$ cat config.mk
export PLATFORM = sky130hd
export DESIGN_NAME = xilinx_rst_boot_ctrl
export DESIGN_NICKNAME = d
export VERILOG_FILES = /design/src/rtl/xilinx_rst_boot_ctrl_pkg.sv /design/src/rtl/xilinx_rst_boot_ctrl_debounce.sv /design/src/rtl/xilinx_rst_boot_ctrl.sv
export SDC_FILE = /design/constraint.sdc
export NUM_CORES = 1
export LEC_CHECK = 0
export CAP_MARGIN = 0
export CORE_MARGIN = 4
export CORE_UTILIZATION = 45
export CTS_CLUSTER_SIZE = 8
export DETAILED_ROUTE_END_ITERATION = 7
export PLACE_DENSITY_LB_ADDON = 0.15
export SLEW_MARGIN = 5
export SYNTH_ARGS = -nofsm -noshare
export SYNTH_HDL_FRONTEND = slang
export SYNTH_SLANG_ARGS = --single-unit
$ cat constraint.sdc
create_clock -name clk_i -period 1.92 [get_ports clk_i]
set_input_delay 0.576 -clock clk_i [delete_from_list [all_inputs] [get_ports clk_i]]
set_output_delay 0.576 -clock clk_i [all_outputs]
set_load 0.02 [all_outputs]
$ cat src/rtl/xilinx_rst_boot_ctrl_pkg.sv
// Shared types for the board reset/boot sequencer.
package xilinx_rst_boot_pkg;

  // Sequencer state; the encoding is visible on state_o for ILA debug.
  typedef enum logic [1:0] {
    ST_LOCK_WAIT = 2'd0,
    ST_HOLD      = 2'd1,
    ST_RUN       = 2'd2,
    ST_ASSERT    = 2'd3
  } rbc_state_e;

  typedef logic [1:0] boot_mode_t;

endpackage

$ cat src/rtl/xilinx_rst_boot_ctrl_debounce.sv
// Push-button conditioning: 2-flop synchroniser followed by a stable-count
// debouncer. The output level only flips after DebounceCycles consecutive
// cycles of disagreement with the current level.
module rst_btn_debounce #(
  parameter int unsigned DebounceCycles = 500000
) (
  input  logic clk_i,
  input  logic rst_ni,
  input  logic raw_i,
  output logic level_o
);

  localparam int unsigned CntW = $clog2(DebounceCycles + 1);
  localparam logic [CntW-1:0] CntLast = CntW'(DebounceCycles - 1);

  logic            meta_r;
  logic            sync_r;
  logic            level_r;
  logic [CntW-1:0] cnt_r;

  // Bring the asynchronous button into the clk_i domain.
  always_ff @(posedge clk_i or negedge rst_ni) begin
    if (!rst_ni) begin
      meta_r <= 1'b0;
      sync_r <= 1'b0;
    end else begin
      meta_r <= raw_i;
      sync_r <= meta_r;
    end
  end

  // Count consecutive disagreeing cycles; any agreeing cycle restarts the count.
  always_ff @(posedge clk_i or negedge rst_ni) begin
    if (!rst_ni) begin
      level_r <= 1'b0;
      cnt_r   <= CntW'(0);
    end else if (sync_r != level_r) begin
      if (cnt_r == CntLast) begin
        level_r <= ~level_r;
        cnt_r   <= CntW'(0);
      end else begin
        cnt_r   <= cnt_r + CntW'(1);
      end
    end else begin
      cnt_r <= CntW'(0);
    end
  end

  assign level_o = level_r;

endmodule

$ cat src/rtl/xilinx_rst_boot_ctrl.sv
// Board-level reset/boot sequencer: waits for clock lock, stretches reset,
// latches the boot mode at release and gates the RTC divider to RUN only.
module xilinx_rst_boot_ctrl
  import xilinx_rst_boot_pkg::*;
#(
  parameter int unsigned DebounceCycles = 500000,
  parameter int unsigned HoldCycles     = 1024,
  parameter int unsigned RtcDiv         = 50
) (
  input  logic       clk_i,
  input  logic       rst_ni,
  input  logic       locked_i,
  input  logic       btn_rst_i,
  input  logic       vio_rst_i,
  input  logic       test_mode_i,
  input  logic [1:0] boot_mode_i,
  output logic       soc_rst_no,
  output logic [1:0] boot_mode_o,
  output logic       rtc_o,
  output logic [1:0] state_o
);

  localparam int unsigned HoldW = $clog2(HoldCycles + 1);
  localparam int unsigned RtcW  = $clog2(RtcDiv + 1);
  localparam logic [HoldW-1:0] HoldLast = HoldW'(HoldCycles - 1);
  localparam logic [RtcW-1:0]  RtcHalf  = RtcW'(RtcDiv / 2 - 1);

  logic             lock_meta_r;
  logic             lock_sync_r;
  logic             btn_level_s;
  logic             rst_req_s;
  rbc_state_e       state_r;
  logic             soc_rst_n_r;
  boot_mode_t       boot_mode_r;
  logic             rtc_r;
  logic [HoldW-1:0] hold_cnt_r;
  logic [RtcW-1:0]  rtc_cnt_r;

  rst_btn_debounce #(
    .DebounceCycles(DebounceCycles)
  ) u_btn_debounce (
    .clk_i  (clk_i),
    .rst_ni (rst_ni),
    .raw_i  (btn_rst_i),
    .level_o(btn_level_s)
  );

  assign rst_req_s = btn_level_s | vio_rst_i;

  // Two-flop synchroniser for the clock-wizard lock indication.
  always_ff @(posedge clk_i or negedge rst_ni) begin
    if (!rst_ni) begin
      lock_meta_r <= 1'b0;
      lock_sync_r <= 1'b0;
    end else begin
      lock_meta_r <= locked_i;
      lock_sync_r <= lock_meta_r;
    end
  end

  // Sequencer FSM with hold counter, RTC divider and registered outputs.
  always_ff @(posedge clk_i or negedge rst_ni) begin
    if (!rst_ni) begin
      state_r     <= ST_LOCK_WAIT;
      soc_rst_n_r <= 1'b0;
      boot_mode_r <= 2'b00;
      rtc_r       <= 1'b0;
      hold_cnt_r  <= HoldW'(0);
      rtc_cnt_r   <= RtcW'(0);
    end else begin
      case (state_r)
        ST_LOCK_WAIT: begin
          soc_rst_n_r <= 1'b0;
          rtc_r       <= 1'b0;
          rtc_cnt_r   <= RtcW'(0);
          hold_cnt_r  <= HoldW'(0);
          if (lock_sync_r) begin
            state_r <= ST_HOLD;
          end else begin
            state_r <= ST_LOCK_WAIT;
          end
        end
        ST_HOLD: begin
          rtc_r     <= 1'b0;
          rtc_cnt_r <= RtcW'(0);
          if (!lock_sync_r) begin
            state_r     <= ST_LOCK_WAIT;
            soc_rst_n_r <= 1'b0;
            hold_cnt_r  <= HoldW'(0);
          end else if (rst_req_s) begin
            state_r     <= ST_ASSERT;
            soc_rst_n_r <= 1'b0;
            hold_cnt_r  <= HoldW'(0);
          end else if (hold_cnt_r == HoldLast) begin
            // Release: boot mode is captured on the same edge soc_rst_no rises.
            state_r     <= ST_RUN;
            soc_rst_n_r <= 1'b1;
            boot_mode_r <= boot_mode_i;
            hold_cnt_r  <= HoldW'(0);
          end else begin
            soc_rst_n_r <= 1'b0;
            hold_cnt_r  <= hold_cnt_r + HoldW'(1);
          end
        end
        ST_RUN: begin
          hold_cnt_r <= HoldW'(0);
          if (!lock_sync_r) begin
            state_r     <= ST_LOCK_WAIT;
            soc_rst_n_r <= 1'b0;
            rtc_r       <= 1'b0;
            rtc_cnt_r   <= RtcW'(0);
          end else if (rst_req_s) begin
            state_r     <= ST_ASSERT;
            soc_rst_n_r <= 1'b0;
            rtc_r       <= 1'b0;
            rtc_cnt_r   <= RtcW'(0);
          end else if (rtc_cnt_r == RtcHalf) begin
            soc_rst_n_r <= 1'b1;
            rtc_r       <= ~rtc_r;
            rtc_cnt_r   <= RtcW'(0);
          end else begin
            soc_rst_n_r <= 1'b1;
            rtc_cnt_r   <= rtc_cnt_r + RtcW'(1);
          end
        end
        ST_ASSERT: begin
          soc_rst_n_r <= 1'b0;
          rtc_r       <= 1'b0;
          rtc_cnt_r   <= RtcW'(0);
          hold_cnt_r  <= HoldW'(0);
          if (!lock_sync_r) begin
            state_r <= ST_LOCK_WAIT;
          end else if (!btn_level_s && !vio_rst_i) begin
            state_r <= ST_HOLD;
          end else begin
            state_r <= ST_ASSERT;
          end
        end
        default: begin
          state_r     <= ST_LOCK_WAIT;
          soc_rst_n_r <= 1'b0;
          rtc_r       <= 1'b0;
          rtc_cnt_r   <= RtcW'(0);
          hold_cnt_r  <= HoldW'(0);
        end
      endcase
    end
  end

  // DFT bypass lets the tester drive SoC reset straight from the board pin.
  assign soc_rst_no  = test_mode_i ? rst_ni : soc_rst_n_r;
  assign boot_mode_o = boot_mode_r;
  assign rtc_o       = rtc_r;
  assign state_o     = state_r;

endmodule
==> impl_metrics.env <==
export IMPL_run_status="complete, no violations"
export IMPL_required_time_of_the_critical_path_ns=1.34
export IMPL_cts_max_level=2
export IMPL_finClkSkew_ns=0.00386
export IMPL_power_density_mw_per_mm2=734
export IMPL_drcViolationCount=0
export IMPL_core_mm2=0.00482
export IMPL_synth_edf_count=0
export IMPL_cp_slowest_cell="clkdlybuf4s50_1"
export IMPL_place_detailed_hpwl_um=3020
export IMPL_crit_buf_inv=1
export IMPL_num_vias=1642
export IMPL_synth_cell_type_count=39
export IMPL_wl_per_cell_um=12.7
export IMPL_finalHoldViolations=0
export IMPL_route_final_wire_length_um=4120
export IMPL_setup_worst_path_class="reg2out"
export IMPL_worstPathCellList="clkdlybuf4s50_1"
export IMPL_cap_viol_max_count=0
export IMPL_worstSetupStartpoint="boot_mode_o[0]"
export IMPL_cts_tree="done"
export IMPL_ys_warnings_count=0
export IMPL_floorplan_initialDensity_pct=47.4
export IMPL_synth_seq_cells=47
export IMPL_worst_path_stages=1
export IMPL_cpLargestDelayFamily="buffers and inverters"
export IMPL_critPathArrivalTime_ns=1.25
export IMPL_floorplan_rows=25
export IMPL_netlist_instances=225
export IMPL_ctsLongestPathBuffers=2
export IMPL_min_clock_period_post_route_ns=1.82
export IMPL_dp_slack_ns=-0.550
export IMPL_viasPerCell=5.07
export IMPL_port_buffers=13
export IMPL_ant_nets=0
export IMPL_maximum_number_of_pins_on_one_net_before_global_route_repair=48
export IMPL_gp_congestion=0.877
export IMPL_setup_violations=0
export IMPL_area_delta_synth_final_pct=17.8
export IMPL_root_buffer="clkbuf_8"
export IMPL_timing_hold_worst_start="u_btn_debounce.meta_r"
export IMPL_total_power_uw=1970
export IMPL_crit_path_end_kind="output pin"
export IMPL_final_min_period_over_clock_period_pct=95.0
export IMPL_r2r_cells=4
export IMPL_fp_dieArea_mm2=0.00628
export IMPL_average_size_of_a_mapped_cell_um2=10.1
export IMPL_layout_drive_gt1_share_pct=14.4
export IMPL_cts_hold_buffers_added=0
export IMPL_grtUsageTotal_pct=15.1
export IMPL_fin_ws_ns=0.0968
export IMPL_static_leakage_power_uw=0.00120
export IMPL_die_width_um=79.2
export IMPL_detailedRoute_firstIterationViolations=65
export IMPL_insertedDiodeCount=0
export IMPL_vias_in_the_first_global_route=1651
export IMPL_nNetsFinal=274
export IMPL_async_flop_share_pct=100
export IMPL_rsz0062_at_grt="no"
export IMPL_maxSlewHeadroom_pct=61.9
export IMPL_slew_viol_final=0
export IMPL_synth_cell_area_mm2=0.00228
export IMPL_ir_worst_vdd_v=0.000367
export IMPL_worst_slew_pin_slew_ns=0.572
export IMPL_clk_latency_ns=0.29
export IMPL_synth_seq_area_share_pct=51.5
export IMPL_path_clk_slew_ns=0.08
export IMPL_vertical_extent_of_the_die_um=79.2
export IMPL_io_pins=14
export IMPL_r2r_start="u_btn_debounce.cnt_r[4]"
export IMPL_fillCellCount=443
export IMPL_timing_hold_worst_class="reg2reg"
export IMPL_cpPeakStageDelay_ns=0.60
export IMPL_synth_nets=242
export IMPL_worstPathMaxFanout=2
export IMPL_cts_buffers_inserted=5
export IMPL_synthFlopType="dfrtp_1"
export IMPL_total_congestion_overflow=0
export IMPL_number_of_detailed_routing_iterations_run_before_antenna_repair=4
export IMPL_grt_antenna_before_repair=0
export IMPL_fin_tns_setup_ns=0
export IMPL_whs_path_depth=0
export IMPL_upper_clock_frequency_limit_mhz=548
export IMPL_grt_first_pass_wirelength_um=7360
export IMPL_cts_sinks=47
export IMPL_setup_worst_path_start_class="register"
==> cell usage after synthesis (all sizes together) (2+ instances only) <==
master / n / area [µm²]
and4: 3 / 27.5
clkbuf: 2 / 7.51
xor2: 13 / 114
dfrtp: 47 / 1180
inv: 11 / 41.3
o31ai: 2 / 15.0
and2: 4 / 26.3
o21ai: 7 / 38.8
nand3: 10 / 55.1
or4: 3 / 22.5
nand4: 10 / 62.6
and3: 5 / 31.3
nand2: 16 / 60.1
buf: 2 / 10.0
mux2: 4 / 45.0
ha: 9 / 113
nor4: 2 / 12.5
nor3: 3 / 15.0
xnor2: 10 / 87.6
o22ai: 2 / 12.5
nor2: 36 / 135
or3: 5 / 35.0
a21oi: 8 / 40.0
==> state kept, by name (all words and copies together), names as in the netlist, 2 cells and up <==
name                  cells
boot_mode_o               2
state_o                   2
rtc_cnt_r                 6
u_btn_debounce.cnt_r     19
hold_cnt_r               11
==> power breakdown <==
part	internal (µW)	switching [µW]	total (µW)
Sequential	1020	35.3	1060
Clock	283	311	594
Combinational	138	186	324
Total	1440	532	1970
==> logic make-up (layout without fill, tap and decap cells) <==
group | count (synthesis) | after routing | synth area share, %
AND/OR/NAND/NOR | 101 | 101 | 22.5
flip-flops | 47 | 47 | 51.5
AO/OA/AOI/OAI | 25 | 25 | 7.18
XOR/XNOR | 23 | 23 | 8.83
buffers and inverters | 15 | 47 | 2.58
adder cells (fa/ha/maj) | 9 | 9 | 4.93
multiplexers | 5 | 5 | 2.41
==> final cells by class <==
class / instances / area [µm²] / share of cell area [%]
repair buffers: 29 / 245 / 9.12
clock buffers: 6 / 82.6 / 3.07
well taps: 67 / 83.8 / 3.12
multi-input cells: 163 / 1050 / 39.2
flip-flops and latches: 47 / 1180 / 43.7
clock inverters: 1 / 5.00 / 0.186
inverters: 11 / 41.3 / 1.54
==> path summary, 6_finish.rpt <==
kind / endpoint / slack [ns]
min: u_btn_debounce.sync_r / 0.36
max in group asynchronous: u_btn_debounce.cnt_r[15] / 1.14
max: boot_mode_o[0] / 0.1
min reg2reg: u_btn_debounce.sync_r / 0.36
min in group asynchronous: hold_cnt_r[2] / 0.39
max reg2reg: u_btn_debounce.cnt_r[17] / 0.14
==> cells in the final DEF (no fill, tap or decap), types with 2 or more instances in the layout <==
cell type and instances:
mux2_2 3, dlygate4sd2_1 3, clkdlybuf4s50_1 7, nor3_1 3, and3_1 5, xnor2_1 10
and2_1 3, dfrtp_1 47, nor4_1 2, and4_1 2, ha_1 9, clkbuf_8 6
buf_4 16, inv_1 11, a21oi_1 8, o21ai_0 6, nand3_1 9, xor2_1 13
nand4_1 10, nand2_1 16, or4_1 2, nor2_1 36, or3_1 2, o22ai_1 2
o31ai_1 2, or3_2 3
==> routing by layer <==
layer  GRT usage [%]  wire [µm]  up-vias
met5               0          0        -
met4            6.19         57        0
met2            25.7       2030       20
li1                -          -      841
met1            18.3       1920      777
met3            3.40        109        4
==> stage by stage <==
stage	instances	cell area (µm²)	utilization, %	hold slack [ns]
finish	324	2690	55.8	0.360
global route	324	2690	55.8	0.373
floorplan	225	2280	-	0.280
global placement	317	2590	53.8	0.334
CTS	324	2680	55.7	0.367
detailed placement	317	2590	53.8	0.347
==> timing repair <==
item                                    4_1_cts  5_1_grt
resized for setup                            10        2
setup buffers                                 0        0
endpoints found under the setup margin        3        5
Power figures use the tool's default switching activity.
